===== src/rtl/lights_pkg.sv =====
// Shared definitions for the lights state memory command path:
// opcodes, controller states, geometry and the single-bit modify helper.
package lights_pkg;

  localparam int unsigned LIGHTS_WIDTH = 16;
  localparam int unsigned LIGHTS_DEPTH = 2048;

  typedef enum logic [2:0] {
    OP_READ      = 3'd0,
    OP_WRITE     = 3'd1,
    OP_SET       = 3'd2,
    OP_CLR       = 3'd3,
    OP_TGL       = 3'd4,
    OP_CLEAR_ALL = 3'd5,
    OP_RSV6      = 3'd6,
    OP_RSV7      = 3'd7
  } op_e;

  typedef enum logic [2:0] {
    ST_IDLE,
    ST_RD,
    ST_CAP,
    ST_WR,
    ST_CLR
  } state_e;

  function automatic logic [LIGHTS_WIDTH-1:0] bit_modify(
    input op_e                     op,
    input logic [LIGHTS_WIDTH-1:0] word,
    input logic [3:0]              idx
  );
    logic [LIGHTS_WIDTH-1:0] mask;
    mask = LIGHTS_WIDTH'(1) << idx;
    case (op)
      OP_SET:  bit_modify = word | mask;
      OP_CLR:  bit_modify = word & ~mask;
      OP_TGL:  bit_modify = word ^ mask;
      default: bit_modify = word;
    endcase
  endfunction

endpackage


===== src/rtl/lights_cmd_ctrl.sv =====
// Command front-end for the lights BRAM: word read/write, bit set/clear/toggle
// via read-modify-write, and a bulk clear sweeping every address.
module lights_cmd_ctrl
  import lights_pkg::*;
#(
  parameter int unsigned WIDTH  = LIGHTS_WIDTH,
  parameter int unsigned DEPTH  = LIGHTS_DEPTH,
  parameter int unsigned ADDR_W = $clog2(DEPTH)
) (
  input  logic              clk,
  input  logic              rst_n,
  input  logic              cmd_valid,
  output logic              cmd_ready,
  input  logic [2:0]        cmd_op,
  input  logic [ADDR_W-1:0] cmd_addr,
  input  logic [3:0]        cmd_bit,
  input  logic [WIDTH-1:0]  cmd_data,
  output logic              rsp_valid,
  output logic [WIDTH-1:0]  rsp_data,
  output logic              err,
  output logic              busy,
  output logic              mem_we,
  output logic [31:0]       mem_addr,
  output logic [WIDTH-1:0]  mem_din,
  input  logic [WIDTH-1:0]  mem_dout
);

  state_e              state_q, state_d;
  op_e                 op_q, op_d;
  logic [ADDR_W-1:0]   addr_q, addr_d;
  logic [3:0]          bit_q, bit_d;
  logic [WIDTH-1:0]    data_q, data_d;
  logic [ADDR_W:0]     cnt_q, cnt_d;
  logic                rsp_valid_q, rsp_valid_d;
  logic [WIDTH-1:0]    rsp_data_q, rsp_data_d;
  logic                err_q, err_d;

  logic                we_c;
  logic [ADDR_W-1:0]   addr_c;

  always_comb begin
    state_d     = state_q;
    op_d        = op_q;
    addr_d      = addr_q;
    bit_d       = bit_q;
    data_d      = data_q;
    cnt_d       = cnt_q;
    rsp_valid_d = 1'b0;
    rsp_data_d  = rsp_data_q;
    err_d       = 1'b0;
    case (state_q)
      ST_IDLE: begin
        if (cmd_valid) begin
          op_d   = op_e'(cmd_op);
          addr_d = cmd_addr;
          bit_d  = cmd_bit;
          data_d = cmd_data;
          case (op_e'(cmd_op))
            OP_READ, OP_SET, OP_CLR, OP_TGL: state_d = ST_RD;
            OP_WRITE:                        state_d = ST_WR;
            OP_CLEAR_ALL: begin
              state_d = ST_CLR;
              cnt_d   = '0;
            end
            default:                         err_d = 1'b1;
          endcase
        end
      end
      ST_RD:  state_d = (op_q == OP_READ) ? ST_CAP : ST_WR;
      ST_CAP: begin
        rsp_data_d  = mem_dout;
        rsp_valid_d = 1'b1;
        state_d     = ST_IDLE;
      end
      ST_WR:  state_d = ST_IDLE;
      ST_CLR: begin
        cnt_d = cnt_q + (ADDR_W+1)'(1);
        if (cnt_q == (ADDR_W+1)'(DEPTH - 1)) state_d = ST_IDLE;
      end
      default: state_d = ST_IDLE;
    endcase
  end

  always_ff @(posedge clk) begin
    if (!rst_n) begin
      state_q     <= ST_IDLE;
      op_q        <= OP_READ;
      addr_q      <= '0;
      bit_q       <= '0;
      data_q      <= '0;
      cnt_q       <= '0;
      rsp_valid_q <= 1'b0;
      rsp_data_q  <= '0;
      err_q       <= 1'b0;
    end else begin
      state_q     <= state_d;
      op_q        <= op_d;
      addr_q      <= addr_d;
      bit_q       <= bit_d;
      data_q      <= data_d;
      cnt_q       <= cnt_d;
      rsp_valid_q <= rsp_valid_d;
      rsp_data_q  <= rsp_data_d;
      err_q       <= err_d;
    end
  end

  // Memory port decodes from registered state only; the RMW write data must
  // fold in mem_dout combinationally since the read lands in the WR cycle.
  always_comb begin
    we_c    = 1'b0;
    addr_c  = '0;
    mem_din = '0;
    case (state_q)
      ST_RD, ST_CAP: addr_c = addr_q;
      ST_WR: begin
        we_c    = 1'b1;
        addr_c  = addr_q;
        mem_din = (op_q == OP_WRITE) ? data_q : bit_modify(op_q, mem_dout, bit_q);
      end
      ST_CLR: begin
        we_c   = 1'b1;
        addr_c = cnt_q[ADDR_W-1:0];
      end
      default: ;
    endcase
  end

  assign mem_we    = we_c & rst_n;
  assign mem_addr  = 32'(addr_c);
  assign cmd_ready = (state_q == ST_IDLE);
  assign busy      = (state_q != ST_IDLE);
  assign rsp_valid = rsp_valid_q;
  assign rsp_data  = rsp_data_q;
  assign err       = err_q;

endmodule


===== config.mk =====
export PLATFORM = sky130hd
export DESIGN_NAME = lights_cmd_ctrl
export DESIGN_NICKNAME = d
export VERILOG_FILES = /design/src/rtl/lights_pkg.sv /design/src/rtl/lights_cmd_ctrl.sv
export SDC_FILE = /design/constraint.sdc
export NUM_CORES = 1
export LEC_CHECK = 0
export BUFFER_PORTS_ARGS = -buffer_cell sky130_fd_sc_hd__buf_2
export CORE_MARGIN = 5
export CORE_UTILIZATION = 30
export CTS_CLUSTER_SIZE = 10
export DETAILED_ROUTE_END_ITERATION = 8
export REMOVE_ABC_BUFFERS = 1
export SLEW_MARGIN = 20
export SYNTH_ARGS = -nofsm -noshare
export SYNTH_HDL_FRONTEND = slang
export SYNTH_SLANG_ARGS = --single-unit
export TNS_END_PERCENT = 1

===== constraint.sdc =====
create_clock -name clk -period 2.3 [get_ports clk]
set_input_delay 0.46 -clock clk [delete_from_list [all_inputs] [get_ports clk]]
set_output_delay 0.46 -clock clk [all_outputs]
set_load 0.1 [all_outputs]

# Word level (Yosys, flattened, before mapping)
# Index checks and enable logic that the tools add are counted.
[op_classes] n_reduce_logical=13 shifts=1 addsub=1 bitwise_logic=5 n_lt_le_gt_ge=0 div=0 eq_ne=18 mul=0 mux=15
[op_table] op="one-hot mux 16 bit (3 select lines)" count=1
[op_table] op="two-way mux 16 bit" count=2
[op_table] op="two-way mux 12 bit" count=2
[op_table] op="one-hot mux 12 bit (2 select lines)" count=1
[op_table] op="one-hot mux 11 bit (2 select lines)" count=1
[op_table] op="equality test 3 x 2 -> 1 bit (second input constant)" count=6
[op_table] op="one-hot mux 3 bit (3 select lines)" count=2
[op_table] op="AND 16 bit" count=1
[op_table] op="NOT 16 bit" count=1
[op_table] op="bitwise OR 16 bit" count=1
[op_table] op="<< shifter 1 x 4 -> 16 bit (first input constant)" count=1
[op_table] op="bitwise XOR 16 bit" count=1
[op_table] op="adder 12 x 1 -> 12 bit (second input constant)" count=1
[op_table] op="equality test 12 x 11 -> 1 bit (second input constant)" count=1
[op_table] op="equality test 3 bit (second input constant)" count=4
[op_table] op="equality test 3 x 1 -> 1 bit (second input constant)" count=3
[op_table] op="logical NOT 3 bit" count=3
[op_table] op="AND reduction 3 bit" count=3
[op_table] op="two-way mux 3 bit" count=2
[op_table] op="OR reduction 6 bit" count=1
[op_table] op="two-way mux 1 bit" count=4
[op_table] op="inequality test 2 bit (second input constant)" count=2
[op_table] op="inequality test 4 x 1 -> 1 bit (second input constant)" count=1
[op_table] op="OR reduction 4 bit" count=1
[op_table] op="7 further kinds" count=7
[word_totals] n_memories=0 latchBits=0 word_cells=62 ff_bits=67 out_inout_bits=69 ram_bits=0 input_bits=53 romBits=0

# Logic depth before layout (Yosys ltp)
# Gate-level depths: netlist (run 1).
[logic_depth] word_depth=6 ltp_mapped=7 ltp_nobuf=7

# Least setup slack after synthesis (run 1)
# Ideal clock, no wire load.
[synth_timing] path_kind="reg2out" startpoint="register bit_q[0]" endpoint="output port mem_din[7]" slack_ns=-0.845 path_buffers=0 required_ns=1.840 path_stages_with_launch=7 t_arrival_ns=2.685 path_cell_list="dfxtp_1 -> nor2b_1 -> nand3_1 -> ha_1 -> o22ai_1 -> a22oi_1 -> a21oi_1"
[synth_via] elab_chain_cells=6 elab_cells_between_ends=8 cone_classes="shift: 1; mux: 3; bitwise: 4"
[synth_lines] element="from (decl)" line_no="lights_cmd_ctrl.sv:31" rtl="logic [3:0] bit_q, bit_d;"
[synth_lines] element="from (signal assigned)" line_no="lights_cmd_ctrl.sv:99" rtl="bit_q <= bit_d;"
[synth_lines] element="<< shifter 1 x 4 -> 16 bit (*)" line_no="lights_pkg.sv:33" rtl="mask = LIGHTS_WIDTH'(1) << idx;"
[synth_lines] element="NOT 16 bit" line_no="lights_pkg.sv:36" rtl="OP_CLR: bit_modify = word & ~mask;"
[synth_lines] element="AND 16 bit" line_no="lights_pkg.sv:36"
[synth_lines] element="one-hot mux 16 bit (3 select lines) (*)" line_no="lights_pkg.sv:34" rtl="case (op)"
[synth_lines] element="two-way mux 16 bit (*)" line_no="lights_cmd_ctrl.sv:119" rtl="mem_din = (op_q == OP_WRITE) ? data_q : bit_modify(op_q, mem_dout, bit_q);"
[synth_lines] element="two-way mux 16 bit (*)" line_no="lights_cmd_ctrl.sv:114" rtl="case (state_q)"
[synth_lines] element="to (decl)" line_no="lights_cmd_ctrl.sv:24" rtl="output logic [WIDTH-1:0] mem_din,"
# Every way passes the cells marked *; elsewhere a longest branch is shown, timed or not.

# Worst setup path after layout (run 1)
[layout_timing] startpoint="register bit_q[3]" endpoint="output port mem_din[14]"
# Same word-level chain as after synthesis.

==> qor.json, run 1 <==
{
  "run_status": {
    "run_status": "finished with violations",
    "failed_checks": "negative setup slack"
  },
  "timing": {
    "report.final.hold_viol_count": 0,
    "final_worst_hold_slack_ns": 0.355,
    "final.setup.worst_slack_ns": -0.129,
    "tightestPinTransition_ns": 0.687,
    "slew-limit-headroom_pct": 54.2,
    "report.final.slew_viol_count": 0,
    "fin_worst_skew_ns": 0.00673,
    "rsz_0062_raised_after_global_routing": "yes",
    "setup_viol_count_final": 16,
    "final_period_demand_of_the_worst_path_ns": 2.43,
    "fmax_mhz": 412,
    "layout_worst_path_cycle_share_pct": 106
  },
  "yosys": {
    "synth_common_cells": "sky130_fd_sc_hd__nand2_1, sky130_fd_sc_hd__a21oi_1, sky130_fd_sc_hd__dfxtp_1, sky130_fd_sc_hd__ha_1, sky130_fd_sc_hd__a22o_1",
    "synthesis.instances": 554,
    "synth.most_common_cell": "sky130_fd_sc_hd__nand2_1",
    "synth-seq-area-share_pct": 32.2,
    "synth_area_leader_cell": "sky130_fd_sc_hd__dfxtp_1",
    "yosys_register_bits": 67,
    "netlist_area_um2": 4170,
    "synth-async-reset-ratio_pct": 0,
    "synth.area.top_cells": "sky130_fd_sc_hd__dfxtp_1, sky130_fd_sc_hd__nand2_1, sky130_fd_sc_hd__ha_1",
    "yosys.cell_types.count": 47,
    "synth_ff_type": "sky130_fd_sc_hd__dfxtp_1",
    "post-synth-top-area-fraction_pct": 32.2,
    "yosys_warnings": 0,
    "synth-edff-count": 0,
    "synth.avg_cell_area_um2": 7.53
  },
  "floorplan": {
    "number_of_top_level_design_ports": 122,
    "die_width_um": 128,
    "floorplan_row_count": 43,
    "die_area_um2": 16400,
    "start_util_pct": 30.3,
    "design.core.area_um2": 13800,
    "die_y_um": 128
  },
  "finish": {
    "n_antenna_cell": 0,
    "drive_gt1_share_pct": 31.2,
    "final_nets": 741,
    "syn2layout_area_growth_pct": 40.9
  },
  "placement": {
    "detailedPlace.worstSlack_ns": -0.0264,
    "routabilityCongestion": 0.833,
    "place.port_buffers": 100,
    "post-dp-hpwl_um": 8960
  },
  "worst_setup_path": {
    "reg2reg_setup_slack_ns": 0.65,
    "path_class": "reg2out",
    "critPathCaptureType": "primary output",
    "regToRegStartpoint": "state_q[0]$_SDFFE_PN0P_",
    "required_time_at_the_endpoint_of_the_critical_path_ns": 1.84,
    "worst_setup_path_start_kind": "flop",
    "critical_path_arrival_ns": 1.97,
    "timing.critical_path.from": "bit_q[3]$_SDFFE_PN0P_",
    "maximum_fanout_along_the_worst_path": 6
  },
  "detailed_routing": {
    "drt-vias-per-instance": 4.88,
    "route.vias.total": 4097,
    "drtIter0Drc": 156,
    "routed_wire_length_per_instance_um": 14.7,
    "drt_drc_violations_left": 0,
    "ant_nets": 0,
    "detail_route.first_pass.iterations": 4,
    "routed_wirelength_um": 12300
  },
  "min_path": {
    "class_of_the_most_critical_hold_timing_path": "in2reg",
    "holdCritStartpoint": "cmd_addr[5]"
  },
  "run": {
    "max_cap_viol_count": 0
  },
  "global_routing": {
    "track_usage_pct": 15.0,
    "grt_overflow_total": 0,
    "grt_antenna_before_repair": 1,
    "grt_first_pass_wirelength_um": 19700,
    "grt_start_max_net_pins": 56,
    "grt_pass1_vias": 3789
  },
  "cts": {
    "postCtsHoldBufs": 0,
    "h_tree_lvls": 3,
    "cts_root_buf": "sky130_fd_sc_hd__clkbuf_16",
    "cts_buffer_depth": 2,
    "cts_tree": "built",
    "tritoncts.num_buffers": 9,
    "clkTransAtPathRegs_ns": 0.06,
    "tritoncts_num_sinks": 67,
    "clock_latency_ns": 0.34
  },
  "pwr": {
    "power.leakage_nw": 2.40,
    "finalPower_mw": 3.93,
    "power.density_nw_per_um2": 669,
    "ir_drop_uv": 356
  }
}
-- critical path: stages, from the launching register on --
cell and delay (ns):
sky130_fd_sc_hd__dfxtp_4 0.40, sky130_fd_sc_hd__nor2b_4 0.21, sky130_fd_sc_hd__nand3_1 0.12, sky130_fd_sc_hd__ha_1 0.20, sky130_fd_sc_hd__nor2b_1 0.12, sky130_fd_sc_hd__o22ai_1 0.09
sky130_fd_sc_hd__a22oi_1 0.20, sky130_fd_sc_hd__a21oi_2 0.12, sky130_fd_sc_hd__buf_12 0.17
-- power by group --
part / internal, mW / switching (mW) / total [mW]
Sequential: 1.23 / 0.0537 / 1.28
Clock: 0.990 / 0.554 / 1.54
Combinational: 0.326 / 0.783 / 1.11
-- what timing repair did --
action                     4_1_cts  5_1_grt
buffers inserted                 0        1
gates resized for setup         46       32
gates cloned                     0        0
setup endpoints to repair       28       28
pin swaps                        9       21
-- cell families (layout without fill, tap and decap cells) --
family | Yosys count | after routing | synth area share [%]
AND/OR/NAND/NOR | 205 | 205 | 22.4
AO/OA/AOI/OAI | 163 | 163 | 24.7
buffers and inverters | 80 | 166 | 9.69
flip-flops | 67 | 67 | 32.2
adder cells (fa/ha/maj) | 33 | 33 | 9.90
XOR/XNOR | 4 | 4 | 0.840
other | 1 | 21 | 0.0899
multiplexers | 1 | 1 | 0.240
-- final cells by class --
cell class	count	area (um^2)
fill	1425	7890
multi-input combinational	427	2740
sequential	67	1360
timing repair buffer	127	1130
clock buffer	10	239
tap	180	225
clock inverter	6	95.1
inverter	23	86.3
-- per-layer routing --
layer / global-route usage (%) / routed length (um) / vias up
met5: 0 / 7 / -
met4: 5.49 / 167 / 2
met3: 5.00 / 901 / 16
met2: 23.3 / 5670 / 106
met1: 19.4 / 5590 / 1899
li1: - / - / 2074
-- flip-flops by register name, indices dropped and copies added, names as in the netlist --
register   cells
bit_q          4
rsp_valid      1
rsp_data      16
op_q           3
err            1
data_q        16
cnt_q         12
addr_q        11
state_q        3
-- stage by stage --
stage	instance area [um^2]	instances	util, %	setup TNS [ns]
3_5_place_dp	5280	823	38.3	-0.0677
3_3_place_gp	5270	823	38.3	-0.00509
4_1_cts	5740	839	41.7	-1.48
5_1_grt	5880	840	42.7	-3.13
6_report	5880	840	42.7	-1.43
2_1_floorplan	3930	517	-	-58.76
-- worst paths after layout --
kind | cells past startpoint | to
hold reg to reg | 2 | rsp_data[13]$_SDFFE_PN0N_
setup reg to reg | 6 | bit_q[3]$_SDFFE_PN0P_
setup / recovery | 8 | mem_din[14]
hold / removal | 3 | addr_q[5]$_SDFFE_PN0P_
-- placed cells by master (no fill, tap or decap), drive strengths merged, types with 2 or more instances in the layout --
cell type / instances
o211ai: 4
a22oi: 16
nor2b: 22
nor3: 5
and3: 3
a31oi: 2
or2: 2
and2: 2
or3: 2
conb: 21
nor2: 14
or4: 5
inv: 24
o21ai: 18
clkinv: 3
a21oi: 73
clkbuf: 10
a22o: 27
buf: 127
o22ai: 16
bufinv: 2
dfxtp: 67
ha: 33
o31ai: 5
nand2: 133
nand4: 2
nand3: 9
xor2: 3
(Power assumes the default switching activity.)
==> run 2, diff against run 1 <==
clock period = 2.6 ns   (was 2.3 ns; I/O delays follow)
==> qor.json, run 2 (synthesis gave the netlist of run 1 again) <==
{
  "detailed_routing": {
    "routed_wirelength": {"value": 12400, "unit": "um", "change": "was 12,300 um"},
    "detail_route.first_pass.iterations": {"value": 4, "change": "unchanged"},
    "route.vias.total": {"value": 4042, "change": "was 4,097"},
    "drtIter0Drc": {"value": 223, "change": "was 156"},
    "routed_wire_length_per_instance": {"value": 14.9, "unit": "um", "change": "was 14.7 um"},
    "drt-vias-per-instance": {"value": 4.88, "change": "about the same"},
    "drt_drc_violations_left": {"value": 0, "change": "unchanged"},
    "ant_nets": {"value": 0, "change": "unchanged"}
  },
  "floorplan": {
    "die_y": {"value": 128, "unit": "um", "change": "unchanged"},
    "design.core.area": {"value": 13800, "unit": "um^2", "change": "unchanged"},
    "die_width": {"value": 128, "unit": "um", "change": "unchanged"},
    "start_util": {"value": 30.3, "unit": "%", "change": "unchanged"},
    "floorplan_row_count": {"value": 43, "change": "unchanged"},
    "die_area": {"value": 16400, "unit": "um^2", "change": "unchanged"},
    "number_of_top_level_design_ports": {"value": 122, "change": "unchanged"}
  },
  "timing": {
    "fmax_mhz": 389,
    "rsz_0062_raised_after_global_routing": {"value": "yes", "change": "unchanged"},
    "report.final.slew_viol_count": {"value": 0, "change": "unchanged"},
    "final_period_demand_of_the_worst_path_ns": 2.57,
    "tightestPinTransition": {"value": 0.517, "unit": "ns", "change": "was 0.687 ns"},
    "final.setup.worst_slack": {"value": 0.0291, "unit": "ns", "change": "was -0.129 ns"},
    "slew-limit-headroom": {"value": 65.5, "unit": "%", "change": "was 54.2%"},
    "layout_worst_path_cycle_share_pct": 98.9,
    "setup_viol_count_final": {"value": 0, "change": "was 16"},
    "report.final.hold_viol_count": {"value": 0, "change": "unchanged"},
    "fin_worst_skew": {"value": 0.0116, "unit": "ns", "change": "was 0.00673 ns"}
  },
  "pwr": {
    "power.density": {"value": 590, "unit": "nW/um^2", "change": "was 669 nW/um^2"},
    "ir_drop": {"value": 326, "unit": "uV", "change": "was 356 uV"},
    "power.leakage": {"value": 2.31, "unit": "nW", "change": "was 2.40 nW"}
  },
  "worst_setup_path": {
    "required_time_at_the_endpoint_of_the_critical_path": {"value": 2.08, "unit": "ns", "change": "was 1.84 ns"},
    "regToRegStartpoint": {"value": "cnt_q[0]$_SDFFE_PN0P_", "change": "was state_q[0]$_SDFFE_PN0P_"},
    "timing.critical_path.from": {"value": "bit_q[1]$_SDFFE_PN0P_", "change": "was bit_q[3]$_SDFFE_PN0P_"},
    "critPathCaptureType": {"value": "primary output", "change": "unchanged"},
    "critical_path_arrival": {"value": 2.05, "unit": "ns", "change": "was 1.97 ns"},
    "path_class": {"value": "reg2out", "change": "unchanged"},
    "worst_setup_path_start_kind": {"value": "flop", "change": "unchanged"},
    "maximum_fanout_along_the_worst_path": {"value": 8, "change": "was 6"}
  },
  "finish": {
    "n_antenna_cell": {"value": 0, "change": "unchanged"},
    "mostFrequentLayoutCell": {"value": "sky130_fd_sc_hd__nand2_1", "change": "unchanged"},
    "drive_gt1_share": {"value": 26.5, "unit": "%", "change": "was 31.2%"},
    "most_used_cells_in_the_layout_excluding_fill_and_tap_cells": {"value": "sky130_fd_sc_hd__nand2_1, sky130_fd_sc_hd__buf_2, sky130_fd_sc_hd__dfxtp_1, sky130_fd_sc_hd__a21oi_1, sky130_fd_sc_hd__ha_1", "change": "was sky130_fd_sc_hd__nand2_1, sky130_fd_sc_hd__buf_2, sky130_fd_sc_hd__dfxtp_1, sky130_fd_sc_hd__a21oi_1, sky130_fd_sc_hd__buf_12"},
    "final-instance-count-excl-fill": {"value": 829, "change": "was 840"},
    "syn2layout_area_growth": {"value": 34.3, "unit": "%", "change": "was 40.9%"},
    "final_nets": {"value": 730, "change": "was 741"}
  },
  "cts": {
    "cts_buffer_depth": {"value": 2, "change": "unchanged"},
    "clkTransAtPathRegs": {"value": 0.06, "unit": "ns", "change": "about the same"},
    "cts_tree": {"value": "built", "change": "unchanged"},
    "clock_latency": {"value": 0.34, "unit": "ns", "change": "about the same"},
    "tritoncts.num_buffers": {"value": 9, "change": "unchanged"},
    "h_tree_lvls": {"value": 3, "change": "unchanged"},
    "cts_root_buf": {"value": "sky130_fd_sc_hd__clkbuf_16", "change": "unchanged"},
    "tritoncts_num_sinks": {"value": 67, "change": "unchanged"}
  },
  "global_routing": {
    "grt_start_max_net_pins": {"value": 36, "change": "was 56"},
    "grt_antenna_before_repair": {"value": 1, "change": "unchanged"},
    "grt_first_pass_wirelength": {"value": 19500, "unit": "um", "change": "was 19,700 um"},
    "grt_overflow_total": {"value": 0, "change": "unchanged"},
    "track_usage": {"value": 15.0, "unit": "%", "change": "about the same"},
    "grt_pass1_vias": {"value": 3855, "change": "was 3,789"}
  },
  "run": {
    "max_cap_viol_count": {"value": 0, "change": "unchanged"}
  },
  "placement": {
    "cells_after_dpl": {"value": 812, "change": "was 823"},
    "detailedPlace.worstSlack": {"value": 0.203, "unit": "ns", "change": "was -0.0264 ns"},
    "place.port_buffers": {"value": 100, "change": "unchanged"},
    "routabilityCongestion": {"value": 0.812, "change": "was 0.833"},
    "post-dp-hpwl": {"value": 8970, "unit": "um", "change": "was 8960 um"}
  },
  "run_status": {
    "run_status": {"value": "finished, final reports clean", "change": "was finished with violations"}
  },
  "min_path": {
    "class_of_the_most_critical_hold_timing_path": {"value": "in2reg", "change": "unchanged"},
    "holdCritStartpoint": {"value": "cmd_data[0]", "change": "was cmd_addr[5]"}
  }
}
==> run 2: cell count changes in the layout (fill, tap and decap cells not counted), sizes merged <==
cell / previous run / this run
clkinv: 3 / 5
inv: 24 / 21
buf: 127 / 116
clkinvlp: 0 / 2
bufinv: 2 / 1
==> run 2: final timing paths <==
kind,cells after the start,end,slack (ns)
max,7,mem_din[11],0.03
max reg2reg,5,cnt_q[8]$_SDFFE_PN0P_,0.97
min reg2reg,2,data_q[6]$_SDFFE_PN0P_,0.45
min,3,data_q[0]$_SDFFE_PN0P_,0.41
==> run 2: worst max-delay path, stage by stage, from the launching register on <==
cell and delay (ns):
sky130_fd_sc_hd__dfxtp_2 0.41, sky130_fd_sc_hd__nor2b_2 0.26, sky130_fd_sc_hd__nand3_1 0.15, sky130_fd_sc_hd__ha_1 0.30, sky130_fd_sc_hd__a22o_1 0.12, sky130_fd_sc_hd__nand2_1 0.06
sky130_fd_sc_hd__a21oi_2 0.22, sky130_fd_sc_hd__buf_12 0.20
==> run 2: area by class of cell <==
type	count	area (um^2)
clock inverter	6	65.1
tap	180	225
fill	1458	8170
clock buffer	10	239
inverter	23	90.1
sequential	67	1350
timing repair buffer	116	1040
multi-input combinational	427	2590
==> run 2: per-layer routing <==
| metal | part of all wire [%] | global-route usage (%) | wire length [um] | up-vias |
|---|---|---|---|---|
| li1 | - | - | - | 2048 |
| met1 | 45 | 19.5 | 5600 | 1854 |
| met2 | 46 | 23.6 | 5670 | 122 |
| met3 | 6.8 | 3.96 | 839 | 16 |
| met4 | 1.9 | 5.81 | 231 | 2 |
| met5 | 0.057 | 0 | 7 | - |
==> run 2: stage by stage <==
step | TNS, ns | util (%) | area [um^2] | hold WS (ns) | total power [mW]
floorplan | -41.00 | - | 3930 | 0.433 | 1.79
global placement | 0 | 37.7 | 5190 | 0.439 | 2.05
detailed placement | 0 | 37.7 | 5190 | 0.446 | 2.06
CTS | -0.224 | 40.3 | 5550 | 0.403 | 3.33
global route | -0.313 | 40.7 | 5600 | 0.411 | 3.47
finish | 0 | 40.7 | 5600 | 0.413 | 3.31
==> run 2: repair_timing <==
| action | in CTS | in global routing |
|---|---|---|
| gates resized for setup | 22 | 18 |
| gates cloned | 0 | 0 |
| hold buffers | 0 | 0 |
| pin swaps | 0 | 1 |
| buffers inserted | 0 | 1 |
| setup endpoints to repair | 26 | 28 |
==> run 2: where the power goes <==
group | switching (mW) | total [mW] | leakage [nW] | internal [mW]
Sequential | 0.0498 | 1.13 | 0.548 | 1.08
Combinational | 0.666 | 0.921 | 1.61 | 0.255
Clock | 0.483 | 1.25 | 0.148 | 0.768
Total | 1.20 | 3.31 | 2.31 | 2.11
